[src/rtl/rr_decode_arbiter_pkg.sv]
// rtl/rr_decode_arbiter_pkg.sv - shared constants, state type and round-robin pick helper
// Purpose : common definitions for the four-requester round-robin arbiter.
// Contents: NUM_REQ, DEFAULT_MAX_HOLD, ST_* state codes, state_e, rr_pick().
package rr_decode_arbiter_pkg;

    localparam int NUM_REQ          = 4;
    localparam int DEFAULT_MAX_HOLD = 16;

    localparam logic [1:0] ST_IDLE    = 2'd0;
    localparam logic [1:0] ST_GRANT   = 2'd1;
    localparam logic [1:0] ST_RELEASE = 2'd2;

    typedef enum logic [1:0] {
        STATE_IDLE    = ST_IDLE,
        STATE_GRANT   = ST_GRANT,
        STATE_RELEASE = ST_RELEASE
    } state_e;

    // First set request scanning last+1, last+2, last+3, last+4 (mod 4).
    // Scanning from the far end down lets the nearest candidate win last,
    // so the previous owner is only picked when it is the sole requester.
    function automatic logic [1:0] rr_pick(input logic [NUM_REQ-1:0] req,
                                           input logic [1:0]         last);
        logic [1:0] pick;
        logic [1:0] idx;
        pick = last;
        for (int k = NUM_REQ; k >= 1; k--) begin
            idx = last + 2'(k);
            if (req[idx]) begin
                pick = idx;
            end
        end
        return pick;
    endfunction

endpackage

[src/rtl/rr_decode_arbiter_if.sv]
// rtl/rr_decode_arbiter_if.sv - request/grant bundle between requesters and the arbiter
// Purpose : groups the arbiter handshake signals.
// Signals : req[3:0], done (requester side); grant[3:0], grant_id[1:0], busy, timeout (arbiter side).
// Modports: master = requester side, slave = arbiter side.
interface rr_decode_arbiter_if;
    import rr_decode_arbiter_pkg::*;

    logic [NUM_REQ-1:0] req;
    logic               done;
    logic [NUM_REQ-1:0] grant;
    logic [1:0]         grant_id;
    logic               busy;
    logic               timeout;

    modport master (
        output req,
        output done,
        input  grant,
        input  grant_id,
        input  busy,
        input  timeout
    );

    modport slave (
        input  req,
        input  done,
        output grant,
        output grant_id,
        output busy,
        output timeout
    );

endinterface

[src/rtl/rr_decode_arbiter_dec.sv]
// rtl/rr_decode_arbiter_dec.sv - 2-to-4 one-hot decoder with enable
// Purpose: Y is the one-hot decode of W when En is high, otherwise all zero.
// Ports  : W[1:0] in, En in, Y[3:0] out.
module two_four_decoder (
    input  logic [1:0] W,
    input  logic       En,
    output logic [3:0] Y
);

    always_comb begin
        Y = 4'b0000;
        if (En) begin
            Y[W] = 1'b1;
        end
    end

endmodule

[src/rtl/rr_decode_arbiter.sv]
// rtl/rr_decode_arbiter.sv - four-requester round-robin arbiter with hold timeout and dead cycle
// Purpose: grants one of four requesters in round-robin order, holds the grant until
//          done, request drop or MAX_HOLD cycles, then inserts one dead cycle.
// Ports  : clk, rst_n (async active-low), bus (slave modport: req, done in;
//          grant, grant_id, busy, timeout out).
module rr_decode_arbiter
    import rr_decode_arbiter_pkg::*;
#(
    parameter int MAX_HOLD = DEFAULT_MAX_HOLD,
    parameter int CNT_W    = 5
) (
    input  logic                 clk,
    input  logic                 rst_n,
    rr_decode_arbiter_if.slave   bus
);

    state_e           state_q,    state_d;
    logic [1:0]       grant_id_q, grant_id_d;
    logic [1:0]       last_id_q,  last_id_d;
    logic [CNT_W-1:0] hold_cnt_q, hold_cnt_d;
    logic             timeout_q,  timeout_d;

    logic             rel_done;
    logic             rel_drop;
    logic             rel_hold;
    logic [3:0]       grant_w;

    // Release causes while in GRANT; the hold limit fires on the last
    // allowed cycle so the owner sees at most MAX_HOLD grant cycles.
    assign rel_done = bus.done;
    assign rel_drop = ~bus.req[grant_id_q];
    assign rel_hold = (MAX_HOLD != 0) && (hold_cnt_q == CNT_W'(MAX_HOLD - 1));

    always_ff @(posedge clk or negedge rst_n) begin
        if (!rst_n) begin
            state_q    <= STATE_IDLE;
            grant_id_q <= 2'b00;
            last_id_q  <= 2'b11;
            hold_cnt_q <= '0;
            timeout_q  <= 1'b0;
        end else begin
            state_q    <= state_d;
            grant_id_q <= grant_id_d;
            last_id_q  <= last_id_d;
            hold_cnt_q <= hold_cnt_d;
            timeout_q  <= timeout_d;
        end
    end

    always_comb begin
        state_d    = state_q;
        grant_id_d = grant_id_q;
        last_id_d  = last_id_q;
        hold_cnt_d = hold_cnt_q;
        timeout_d  = 1'b0;
        case (state_q)
            STATE_IDLE: begin
                if (|bus.req) begin
                    grant_id_d = rr_pick(bus.req, last_id_q);
                    hold_cnt_d = '0;
                    state_d    = STATE_GRANT;
                end
            end
            STATE_GRANT: begin
                if (hold_cnt_q != {CNT_W{1'b1}}) begin
                    hold_cnt_d = hold_cnt_q + 1'b1;
                end
                if (rel_done || rel_drop || rel_hold) begin
                    state_d   = STATE_RELEASE;
                    last_id_d = grant_id_q;
                    // Flag a timeout only when the hold limit is the sole reason.
                    timeout_d = rel_hold && !rel_done && !rel_drop;
                end
            end
            STATE_RELEASE: begin
                state_d = STATE_IDLE;
            end
            default: begin
                state_d = STATE_IDLE;
            end
        endcase
    end

    two_four_decoder u_grant_dec (
        .W  (grant_id_q),
        .En (state_q == STATE_GRANT),
        .Y  (grant_w)
    );

    assign bus.grant    = grant_w;
    assign bus.grant_id = grant_id_q;
    assign bus.busy     = (state_q != STATE_IDLE);
    assign bus.timeout  = timeout_q;

endmodule

[src/flat_wrapper.sv]
// flat-port wrapper written by rule: the top's interface ports become plain ports
module rr_decode_arbiter_flat import rr_decode_arbiter_pkg::*;
#(
    parameter int MAX_HOLD = DEFAULT_MAX_HOLD,
    parameter int CNT_W    = 5
)
  (clk, rst_n, bus_req, bus_done, bus_grant, bus_grant_id, bus_busy, bus_timeout);
  rr_decode_arbiter_if bus_i ();
  input  logic clk;
  input  logic rst_n;
  input wire logic [$bits(bus_i.req)-1:0] bus_req;
  input wire logic [$bits(bus_i.done)-1:0] bus_done;
  output wire logic [$bits(bus_i.grant)-1:0] bus_grant;
  output wire logic [$bits(bus_i.grant_id)-1:0] bus_grant_id;
  output wire logic [$bits(bus_i.busy)-1:0] bus_busy;
  output wire logic [$bits(bus_i.timeout)-1:0] bus_timeout;
  assign bus_i.req = bus_req;
  assign bus_i.done = bus_done;
  assign bus_grant = bus_i.grant;
  assign bus_grant_id = bus_i.grant_id;
  assign bus_busy = bus_i.busy;
  assign bus_timeout = bus_i.timeout;
  rr_decode_arbiter #(.MAX_HOLD(MAX_HOLD), .CNT_W(CNT_W)) u_core (.clk(clk), .rst_n(rst_n), .bus(bus_i));
endmodule
[config.mk]
export PLATFORM = sky130hd
export DESIGN_NAME = rr_decode_arbiter_flat
export DESIGN_NICKNAME = d
export VERILOG_FILES = /design/src/rtl/rr_decode_arbiter_pkg.sv /design/src/rtl/rr_decode_arbiter_if.sv /design/src/rtl/rr_decode_arbiter_dec.sv /design/src/rtl/rr_decode_arbiter.sv /design/src/flat_wrapper.sv
export SDC_FILE = /design/constraint.sdc
export NUM_CORES = 1
export LEC_CHECK = 0
export BUFFER_PORTS_ARGS = -buffer_cell sky130_fd_sc_hd__buf_2
export CORE_ASPECT_RATIO = 1.75
export CORE_MARGIN = 2
export CORE_UTILIZATION = 29
export CTS_BUF_LIST = sky130_fd_sc_hd__clkbuf_2
export DETAILED_ROUTE_END_ITERATION = 16
export SYNTH_ARGS = -nofsm -noshare
export SYNTH_HDL_FRONTEND = slang
export SYNTH_SLANG_ARGS = --single-unit
[constraint.sdc]
create_clock -name clk -period 3.9 [get_ports clk]
set_input_delay 0.195 -clock clk [delete_from_list [all_inputs] [get_ports clk]]
set_output_delay 0.195 -clock clk [all_outputs]
set_load 0.1 [all_outputs]
==> results.cfg <==
[status]
outcome = complete, no violations

[timing]
setup_violations = 0
fin_skew_ns = 0.00834
holdWs_ns = 0.225
max_freq_ghz = 0.522
tightestPinTransition_ns = 0.486
slew_headroom_pct = 67.8
tns_ns = 0
final-hold-violation-count = 0
final.period_utilization_pct = 49.2
rsz0062_at_grt = false
period_needed_ns = 1.92
slew_violations = 0

[grt]
grt_use_total_pct = 11.8
grt_max_degree = 13
grt_pass1_wl_um = 2840
antenna_found_initial = 0
overflow = 0
grt_pass1_vias = 668

[placed_design]
placed_area_sq_um = 870
io_buffers = 14
dp_hpwl_um = 1310
place.gp.congestion = 0.825

[critical_path]
path_cells = ha_1, and3_1, ha_1, nor2_8, nand2_1, o221a_4, mux2_4
rrSetupSlack_ns = 1.98
worstPathRequired_ns = 4.10
slowest_stage = dfrtp_1
cpPeakStageDelay_ns = 0.43
timing.rr.end = u_core.last_id_q[0]
cp-start-kind = flip-flop
cpMostUsedCell = ha_1
crit_start = u_core.hold_cnt_q[0]
endpoint = u_core.last_id_q[0]
cp_max_fo = 5
reg2reg_depth = 7
setup.worst_path.class = flip-flop to flip-flop
worstPathArrival_ns = 2.12
endpoint_kind = flip-flop
r2r_start = u_core.hold_cnt_q[0]

[layout]
final_cell_area_sq_um = 898
num_antenna_cells = 0
area_delta_synth_final_pct = 13.8
fillers = 275
drive_gt1_share_pct = 28.1
fin_util_pct = 33.8
design.final.nets = 107

[floorplan]
initial_core_util_pct = 29.7
die_x_um = 43.4
die_h_um = 73.0
ios = 15
rows = 25
core_area_sq_mm = 0.00266
dieArea_sq_mm = 0.00317

[yosys]
synthFlopType = dfrtp_1
ys_ff_latch = 12
netlist_area_sq_um = 790
synthCells = 81
synth.avg_cell_area_sq_um = 9.75
ys_types = 35
yosysWarnings = 0
syn-num-nets = 91
synth_enable_flop_cells = 0
yosysSeqAreaShare_pct = 38.4
async_flop_share_pct = 100

[min_path]
hold_start = bus_done
hold_class = input port to flip-flop

[clock_tree]
htreeDepth = 1
clk_latency_ns = 0.26
clock-sinks = 12
clockBufferDepth = 2
clk_pin_slew_ns = 0.11
cts_resized = 0
cts_tree = yes
cts_buffers = 3
cts_root_buf = clkbuf_2

[detailed_routing]
wire_per_inst_um = 13.1
drt_first_pass_iters = 4
viasPerCell = 5.04
route.final.wire_length_um = 1610
post-route-drc-count = 0
vias = 620
antenna_left = 0
drt_iter0_markers = 5

[run]
drv_cap = 0

[power]
p_leak_nw = 0.422
powerDensity_mw_per_mm2 = 846
vdd_drop_max_uv = 254
[cell usage in the layout, fill, tap and decap left out, types with 3 or more instances in the layout]
cell      Yosys  final
dfrtp_1      10     10
nand2_1       9      9
nor3b_1       4      4
o31ai_1       3      3
a21oi_1       4      4
nand2b_1      3      3
clkbuf_2      0      3
nor2_1        4      4
a22o_1        3      3
buf_2         1     14
inv_1         3      3
nor3_1        6      6
ha_1          3      3
[critical path, delay by kind of cell, from the launching register on]
family | cells | cell delay, ns
AOI/OAI and AO/OA | 1 | 0.26
adders and majority gates | 2 | 0.50
DFF | 1 | 0.43
muxes | 1 | 0.29
and+or+nand+nor | 3 | 0.39
[state kept, by name, indices dropped and copies added (netlist names)]
name                 flops
u_core.hold_cnt_q        5
u_core.bus.grant_id      2
u_core.last_id_q         2
u_core.state_q           2
u_core.bus.timeout       1
[logic make-up (layout without fill, tap and decap cells)]
logic type,Yosys count,in the layout,share of synthesized area (%)
adder cells (fa/ha/maj),3,3,4.75
multiplexers,4,4,6.34
XOR/XNOR,2,2,2.22
flip-flops,12,12,38.4
AND/OR/NAND/NOR,33,33,24.2
buffers and inverters,7,22,4.44
AO/OA/AOI/OAI,20,20,19.7
[report_power, final]
part           leakage (nW)  switching (W)  internal [W]
registers             0.152      0.0000740      0.000170
clock network        0.0140      0.0000380     0.0000223
logic                 0.256       0.000326      0.000130
total                 0.422       0.000438      0.000322
[worst min path at each step]
stage | to | slack, ns | depth (start not counted)
floorplan | u_core.bus.grant_id[0] | -0.10 | 0
global placement | u_core.hold_cnt_q[4] | 0.09 | 1
detailed placement | u_core.state_q[0] | 0.09 | 1
CTS | u_core.bus.timeout | 0.22 | 2
global route | u_core.bus.timeout | 0.21 | 2
finish | u_core.bus.timeout | 0.22 | 2
[what timing repair did]
| action | CTS | global route |
|---|---|---|
| hold buffers | 1 | 0 |
| buffers inserted | 0 | 0 |
| hold endpoints to repair | 10 | 0 |
[routing by layer]
layer  wire length [um]  global-route usage [%]  vias up  share of wire, %
li1                   -                       -      319                 -
met1                687                    13.4      282                43
met2                823                    20.2       15                51
met3                 49                   0.990        4               3.1
met4                 46                    8.08        0               2.9
met5                  0                       0        -                 0
[Yosys cell counts (2+ instances only)]
cell,instances,share of area [%]
o31ai_1,3,2.9
a22o_1,3,3.3
nand2b_1,3,2.4
nor3b_1,4,3.8
clkbuf_1,2,0.95
xnor2_1,2,2.2
mux2i_1,2,2.5
mux2_4,2,3.8
a21oi_1,4,2.5
inv_1,3,1.4
dfstp_2,2,6.7
ha_1,3,4.8
nand2_1,9,4.3
nor2_1,4,1.9
dfrtp_1,10,32
nor3_1,6,3.8
[layout make-up]
type                            count  area, sq um  area share, %
Clock inverter                      1         3.75          0.418
Multi-Input combinational cell     62          452           50.3
Tap cell                           27         33.8           3.76
Sequential cell                    12          303           33.7
Timing Repair Buffer               15         80.1           8.91
Inverter                            3         11.3           1.25
Clock buffer                        3         15.0           1.67
[per-stage QoR]
stage	worst slack, ns	total power, W	std cells
2_1_floorplan	0.245	0.000636	81
3_3_place_gp	2.02	0.000704	118
3_5_place_dp	2.00	0.000705	118
4_1_cts	1.99	0.000769	123
5_1_grt	1.92	0.000812	123
6_report	1.98	0.000760	123
(Power assumes the default switching activity.)
